`config.mk`:
```
export PLATFORM = sky130hd
export DESIGN_NAME = traffic_monitor
export DESIGN_NICKNAME = d
export VERILOG_FILES = /design/src/rtl/traffic_pkg.sv /design/src/rtl/traffic_monitor_tracker.sv /design/src/rtl/traffic_monitor.sv
export SDC_FILE = /design/constraint.sdc
export NUM_CORES = 1
export LEC_CHECK = 0
export CORE_UTILIZATION = 50
export CTS_BUF_LIST = sky130_fd_sc_hd__clkbuf_4
export DETAILED_ROUTE_END_ITERATION = 7
export GPL_TIMING_DRIVEN = 0
export PLACE_DENSITY = 0.75
export SETUP_SLACK_MARGIN = 0.05
export SYNTH_ARGS = -nofsm -noshare
export SYNTH_HDL_FRONTEND = slang
export SYNTH_SLANG_ARGS = --single-unit
```
`constraint.sdc`:
```
create_clock -name clk -period 2.13 [get_ports clk]
set_clock_uncertainty 0.05 [all_clocks]
set_input_delay 0.426 -clock clk [delete_from_list [all_inputs] [get_ports clk]]
set_output_delay 0.426 -clock clk [all_outputs]
set_load 0.02 [all_outputs]
```
`src/rtl/traffic_pkg.sv`:
```
// traffic_pkg: shared definitions for the traffic-light safety monitor.
//   - Light encoding {red,yellow,green}, fault cause codes, approach indices.
//   - Monitor FSM state type.
//   - Helpers: one-hot legality test and lowest-set-index encoder.
package traffic_pkg;

    localparam logic [2:0] LT_RED = 3'b100;
    localparam logic [2:0] LT_YEL = 3'b010;
    localparam logic [2:0] LT_GRN = 3'b001;

    localparam logic [2:0] FLT_NONE      = 3'd0;
    localparam logic [2:0] FLT_ENC       = 3'd1;
    localparam logic [2:0] FLT_CONFLICT  = 3'd2;
    localparam logic [2:0] FLT_SEQ       = 3'd3;
    localparam logic [2:0] FLT_SHORT_YEL = 3'd4;
    localparam logic [2:0] FLT_STARVE    = 3'd5;

    localparam logic [1:0] DIR_A = 2'd0;
    localparam logic [1:0] DIR_B = 2'd1;
    localparam logic [1:0] DIR_C = 2'd2;
    localparam logic [1:0] DIR_D = 2'd3;

    typedef enum logic [1:0] {
        MON_ARM   = 2'd0,
        MON_RUN   = 2'd1,
        MON_FAULT = 2'd2
    } mon_state_e;

    function automatic logic is_legal(input logic [2:0] v);
        return (v == LT_RED) || (v == LT_YEL) || (v == LT_GRN);
    endfunction

    // Index of the lowest set bit; DIR_A when none is set.
    function automatic logic [1:0] first_set(input logic [3:0] v);
        logic [1:0] r;
        r = DIR_A;
        for (int i = 3; i >= 0; i--) begin
            if (v[i]) r = 2'(i);
        end
        return r;
    endfunction

endpackage

```
`src/rtl/traffic_monitor_tracker.sv`:
```
// light_tracker: per-approach history for the traffic monitor.
//   clk, rst_n   : clock, asynchronous active-low reset
//   light        : this approach's {red,yellow,green} bus
//   checking     : high while the monitor is in its checking state
//   e_enc        : value on light is not one-hot
//   e_seq        : light changed along an illegal edge
//   e_short      : yellow->red with yellow held fewer than MIN_YELLOW cycles
//   e_starve     : red dwell reaches MAX_RED+1 on this edge
//   serviced     : registered one-cycle pulse on a good yellow->red
// The e_* flags are combinational on the current input and the stored
// history, so the top can register its verdict on the same edge.
module light_tracker
    import traffic_pkg::*;
#(
    parameter int MIN_YELLOW = 3,
    parameter int MAX_RED    = 64
) (
    input  logic       clk,
    input  logic       rst_n,
    input  logic [2:0] light,
    input  logic       checking,
    output logic       e_enc,
    output logic       e_seq,
    output logic       e_short,
    output logic       e_starve,
    output logic       serviced
);

    localparam int DW = $clog2(MAX_RED + 2);
    localparam logic [DW-1:0] DWELL_SAT = DW'(MAX_RED + 1);

    logic [2:0]    prev;
    logic [DW-1:0] dwell;
    logic [DW-1:0] dwell_next;
    logic          changed;
    logic          legal_step;
    logic          yel_to_red;

    always_comb begin
        changed    = (light != prev);
        legal_step = ((prev == LT_GRN) && (light == LT_YEL)) ||
                     ((prev == LT_YEL) && (light == LT_RED)) ||
                     ((prev == LT_RED) && (light == LT_GRN));
        yel_to_red = (prev == LT_YEL) && (light == LT_RED);
        e_enc      = !is_legal(light);
        e_seq      = changed && !legal_step;
        // dwell holds how many edges the previous value was sampled.
        e_short    = yel_to_red && (dwell < DW'(MIN_YELLOW));
        e_starve   = (light == LT_RED) && !changed && (dwell == DW'(MAX_RED));
        if (changed) begin
            dwell_next = DW'(1);
        end else if (dwell == DWELL_SAT) begin
            dwell_next = dwell;
        end else begin
            dwell_next = dwell + DW'(1);
        end
    end

    always_ff @(posedge clk or negedge rst_n) begin
        if (!rst_n) begin
            prev     <= LT_RED;
            dwell    <= '0;
            serviced <= 1'b0;
        end else begin
            prev     <= light;
            dwell    <= dwell_next;
            serviced <= checking && yel_to_red && !e_short;
        end
    end

endmodule

```
`src/rtl/traffic_monitor.sv`:
```
// traffic_monitor: passive safety monitor on the four approach-light buses.
//   clk, rst_n  : clock, asynchronous active-low reset
//   A, B, C, D  : approach lights {red,yellow,green}
//   clr_fault   : single-cycle fault clear (honoured only in FAULT)
//   armed       : high while checking
//   fault       : sticky fault flag
//   fault_code  : first fault cause, fault_dir: its approach
//   fault_cnt   : saturating count of FAULT entries
//   serviced    : per-approach pulse on a completed yellow->red
//   state_dbg   : current monitor state
// The verdict for the value sampled at an edge is registered at that edge.
module traffic_monitor
    import traffic_pkg::*;
#(
    parameter int MIN_YELLOW = 3,
    parameter int MAX_RED    = 64,
    parameter int ARM_CYCLES = 4
) (
    input  logic       clk,
    input  logic       rst_n,
    input  logic [2:0] A,
    input  logic [2:0] B,
    input  logic [2:0] C,
    input  logic [2:0] D,
    input  logic       clr_fault,
    output logic       armed,
    output logic       fault,
    output logic [2:0] fault_code,
    output logic [1:0] fault_dir,
    output logic [7:0] fault_cnt,
    output logic [3:0] serviced,
    output mon_state_e state_dbg
);

    localparam int AW = $clog2(ARM_CYCLES + 1);

    logic [3:0][2:0] lights;
    logic [3:0]      enc, seq, shrt, starve, nonred;
    logic            conflict, clean, viol;
    logic [2:0]      v_code;
    logic [1:0]      v_dir;

    mon_state_e      state, state_next;
    logic [AW-1:0]   arm_cnt, arm_next;
    logic [2:0]      code_next;
    logic [1:0]      dir_next;
    logic [7:0]      cnt_next;

    assign lights = {D, C, B, A};

    for (genvar g = 0; g < 4; g++) begin : g_trk
        light_tracker #(
            .MIN_YELLOW(MIN_YELLOW),
            .MAX_RED   (MAX_RED)
        ) u_trk (
            .clk     (clk),
            .rst_n   (rst_n),
            .light   (lights[g]),
            .checking(state == MON_RUN),
            .e_enc   (enc[g]),
            .e_seq   (seq[g]),
            .e_short (shrt[g]),
            .e_starve(starve[g]),
            .serviced(serviced[g])
        );
        assign nonred[g] = (lights[g] != LT_RED);
    end

    // Cause priority: lowest code first, then lowest approach index.
    always_comb begin
        conflict = ($countones(nonred) > 1);
        clean    = !(|enc) && !conflict;
        viol     = 1'b1;
        v_code   = FLT_NONE;
        v_dir    = DIR_A;
        if (|enc) begin
            v_code = FLT_ENC;
            v_dir  = first_set(enc);
        end else if (conflict) begin
            v_code = FLT_CONFLICT;
            v_dir  = first_set(nonred);
        end else if (|seq) begin
            v_code = FLT_SEQ;
            v_dir  = first_set(seq);
        end else if (|shrt) begin
            v_code = FLT_SHORT_YEL;
            v_dir  = first_set(shrt);
        end else if (|starve) begin
            v_code = FLT_STARVE;
            v_dir  = first_set(starve);
        end else begin
            viol = 1'b0;
        end
    end

    always_comb begin
        state_next = state;
        arm_next   = arm_cnt;
        code_next  = fault_code;
        dir_next   = fault_dir;
        cnt_next   = fault_cnt;
        case (state)
            MON_ARM: begin
                if (clean) begin
                    arm_next = arm_cnt + AW'(1);
                    if (arm_next == AW'(ARM_CYCLES)) state_next = MON_RUN;
                end else begin
                    arm_next = '0;
                end
            end
            MON_RUN: begin
                if (viol) begin
                    state_next = MON_FAULT;
                    code_next  = v_code;
                    dir_next   = v_dir;
                    if (fault_cnt != 8'hFF) cnt_next = fault_cnt + 8'd1;
                end
            end
            MON_FAULT: begin
                if (clr_fault) begin
                    state_next = MON_ARM;
                    arm_next   = '0;
                    code_next  = FLT_NONE;
                    dir_next   = DIR_A;
                end
            end
            default: state_next = MON_ARM;
        endcase
    end

    always_ff @(posedge clk or negedge rst_n) begin
        if (!rst_n) begin
            state      <= MON_ARM;
            arm_cnt    <= '0;
            fault_code <= FLT_NONE;
            fault_dir  <= DIR_A;
            fault_cnt  <= '0;
        end else begin
            state      <= state_next;
            arm_cnt    <= arm_next;
            fault_code <= code_next;
            fault_dir  <= dir_next;
            fault_cnt  <= cnt_next;
        end
    end

    assign armed     = (state == MON_RUN);
    assign fault     = (state == MON_FAULT);
    assign state_dbg = state;

endmodule

```
==> impl_metrics.ini <==
[worst_setup_path]
cp.depth = 7
critPathLaunchType = register
crit_path_end = fault_code[1]
worstPathBufferInverterCount = 0
worst_path_largest_cell_delay_ns = 0.47
critical-path-top-delay-family = simple AND/OR/NAND/NOR gates
worstPathArrival_ns = 2.59
worst_setup_ep_type = register
crit-reg2reg-launch = g_trk[0].u_trk.prev[1]
critical_path_maximum_fanout = 5
regToRegSetupSlack_ns = -0.21
critPathKind = reg -> reg
crit_path_start = g_trk[0].u_trk.prev[1]
worst_path_max_delay_cell = sky130_fd_sc_hd__dfrtp_2
crit-reg2reg-capture = fault_code[1]
worstPathCellList = nor4b_2 > nand3b_1 > and3_4 > nor4_4 > a31oi_4 > a21oi_4 > mux2_4
cp.required_ns = 2.38
rr_worst_depth = 7

[final_layout]
n_fill_cell = 546
synthToLayoutAreaGrowth_pct = 32.1
insertedDiodeCount = 0
layout-drive-gt1-share_pct = 31.0
final_area_um2 = 4880
mostFrequentLayoutCell = sky130_fd_sc_hd__dfrtp_1
final_cell_mix = 56 x sky130_fd_sc_hd__dfrtp_1, 38 x sky130_fd_sc_hd__nor2_1, 38 x sky130_fd_sc_hd__buf_4
layout.nets = 477

[power_and_ir_drop]
leakagePower_nw = 2.11
power_density_nw_per_um2 = 546
power.share.clock_pct = 39.2
internal_power_mw = 2.00
seq_power_share_pct = 46.9
power.switching_fraction_pct = 25.1
post-layout-total-power_mw = 2.67
combinationalPowerShare_pct = 13.9
netSwitchingPower_mw = 0.671
ir_worst_vdd_mv = 0.428

[drt]
vias_per_cell = 5.53
routed_wl_mm = 8.22
detail-route-antenna-nets = 0
drt-wirelength-per-cell_um = 15.0
drc_errors = 0
starting_drc_count_in_detailed_routing = 98
total_number_of_vias = 3026
firstDrtPassIters = 4

[hold_path]
min_path_type = in -> reg
min-delay-start = D[2]

[grt]
gr-usage-all-layers_pct = 22.3
globalRouteOverflowTotal = 0
antenna_found_initial = 0
first_pass_grt_wire_length_mm = 13.2
largest_net_degree_at_the_start_of_global_routing = 42
via_count_of_the_first_global_routing_pass = 2948

[synth]
asyncSetResetFlopFracSynth_pct = 100
synth.cell_area_um2 = 3700
yosysWarnings = 0
synth.ff_latch_count = 62
ys_seq_area_share_pct = 42.1
postSynthAreaPerCell_um2 = 10.2
netlist_instances = 361
syn-num-nets = 392
yosys_most_used_dff = sky130_fd_sc_hd__dfrtp_1
post_synth_num_cell_types = 64
synth-edff-count = 0

[timing]
total_neg_setup_slack_ns = -2.09
final_period_minus_worst_setup_slack_ns = 2.34
fmax_ghz = 0.427
portion_of_the_clock_cycle_consumed_by_the_worst_path_in_the_final_layout_pct = 110
max_slew_margin_vs_limit_pct = 65.3
unrepaired_setup_endpoints_after_global_routing = true
report.final.slew_viol_count = 0
postLayoutSetupSlackWorst_ns = -0.213
setup_violations = 17
timing.final.hold_violations = 0
worst-slew-pin-transition_ns = 0.521

[placed_design]
post_detailed_placement_half_perimeter_wirelength_mm = 5.22
io_buffer_count = 35
pre_cts_slack_ns = -1.24
dpl_cell_area_um2 = 4210
gp_routability_congestion = 0.816

[clock_network]
clock_tree_from_tritoncts = done
clk_root_buffer_cell = sky130_fd_sc_hd__clkbuf_4
cts_inserted_buffers = 9
clock_insertion_delay_worst_skew_ns = 0.41
h_tree_level_count = 3
cts_sinks = 62
cts.reportedPaths.clkPinSlew_ns = 0.11
ctsLongestPathBuffers = 2

[die]
die_y_um = 88.0
top_level_ports = 36
die_area_um2 = 7740
initial_utilization_pct = 53.0
rows = 30
design.core.area_um2 = 6980
chip_width_um = 88.0

[run_status]
failed_checks = negative setup slack
result_of_the_run = finished, violations left

[job]
max_cap_viol_count = 0
[power groups by stage]
stage / clock, mW / sequential, mW / combinational (mW)
2_1_floorplan: 0 / 1.27 / 0.180
3_3_place_gp: 0 / 1.27 / 0.287
3_5_place_dp: 0 / 1.27 / 0.301
4_1_cts: 1.07 / 1.25 / 0.344
5_1_grt: 1.12 / 1.26 / 0.409
6_report: 1.05 / 1.25 / 0.370
[per-stage QoR]
step                      std cells  hold WS, ns  utilization, %
after CTS                       537       0.0407            67.6
after floorplan                 361       0.0804               -
after detailed placement        493        0.384            60.3
after global routing            547       0.0457            70.0
final                           547       0.0655            70.0
after global placement          492        0.442            60.1
[layout make-up]
| type | instances | area, um^2 | area share (%) |
|---|---|---|---|
| Sequential cell | 62 | 1560 | 31.9 |
| Multi-Input combinational cell | 277 | 2230 | 45.6 |
| Tap cell | 96 | 120 | 2.46 |
| Clock buffer | 10 | 75.1 | 1.54 |
| Inverter | 13 | 48.8 | 0.999 |
| Buffer | 9 | 83.8 | 1.72 |
| Clock inverter | 6 | 110 | 2.25 |
| Timing Repair Buffer | 74 | 662 | 13.6 |
[registers in the layout, summed over array words and instances (netlist names)]
register	count
fault_dir	2
arm_cnt	3
fault_cnt	8
g_trk.u_trk.serviced	4
g_trk.u_trk.dwell	28
fault_code	3
state_dbg	2
g_trk.u_trk.prev	12
[cell families after synthesis]
kind of cell	after synthesis	share of synthesized area [%]
AND/OR/NAND/NOR	158	26.7
flip-flops	62	42.1
AO/OA/AOI/OAI	54	9.92
XOR/XNOR	40	9.88
buffers and inverters	22	3.11
adder cells (fa/ha/maj)	17	5.89
multiplexers	8	2.40
[how the worst min path moves through the flow]
stage,to,depth (start not counted)
after floorplan,arm_cnt[0],0
after global placement,fault_code[1],1
after detailed placement,g_trk[1].u_trk.dwell[4],1
after CTS,g_trk[3].u_trk.prev[2],1
after global routing,g_trk[3].u_trk.prev[2],1
final,g_trk[3].u_trk.prev[2],1
[synthesized netlist by cell type (all sizes together) (4+ instances only)]
master | n | area share, %
a21oi | 19 | 3.1
mux2 | 7 | 2.1
nor2 | 40 | 4.1
nand3 | 26 | 3.9
buf | 9 | 1.8
nand2b | 6 | 1.0
o21ai | 15 | 2.0
nand3b | 4 | 0.81
dfrtp | 58 | 39
nand4 | 9 | 1.5
nor4bb | 5 | 1.4
and4bb | 4 | 1.4
inv | 13 | 1.3
xnor2 | 24 | 6.1
and3 | 16 | 3.2
nor3 | 5 | 0.81
nor4 | 6 | 1.9
ha | 15 | 5.1
xor2 | 16 | 3.8
dfstp | 4 | 2.8
nor3b | 7 | 1.8
nand2 | 15 | 1.5
[routing by layer]
layer | routed length (um) | vias to the layer above | track usage (%)
li1 | - | 1451 | -
met1 | 3560 | 1499 | 27.0
met2 | 4200 | 56 | 38.6
met3 | 278 | 20 | 4.71
met4 | 182 | 0 | 9.24
met5 | 0 | - | 0
[timing repair]
item / 4_1_cts / 5_1_grt
setup endpoints to repair: 20 / 21
hold endpoints to repair: 18 / 0
hold buffers: 1 / 0
pin swaps: 32 / 23
setup buffers: 27 / 11
gates resized for setup: 87 / 20
(Power assumes the default switching activity.)
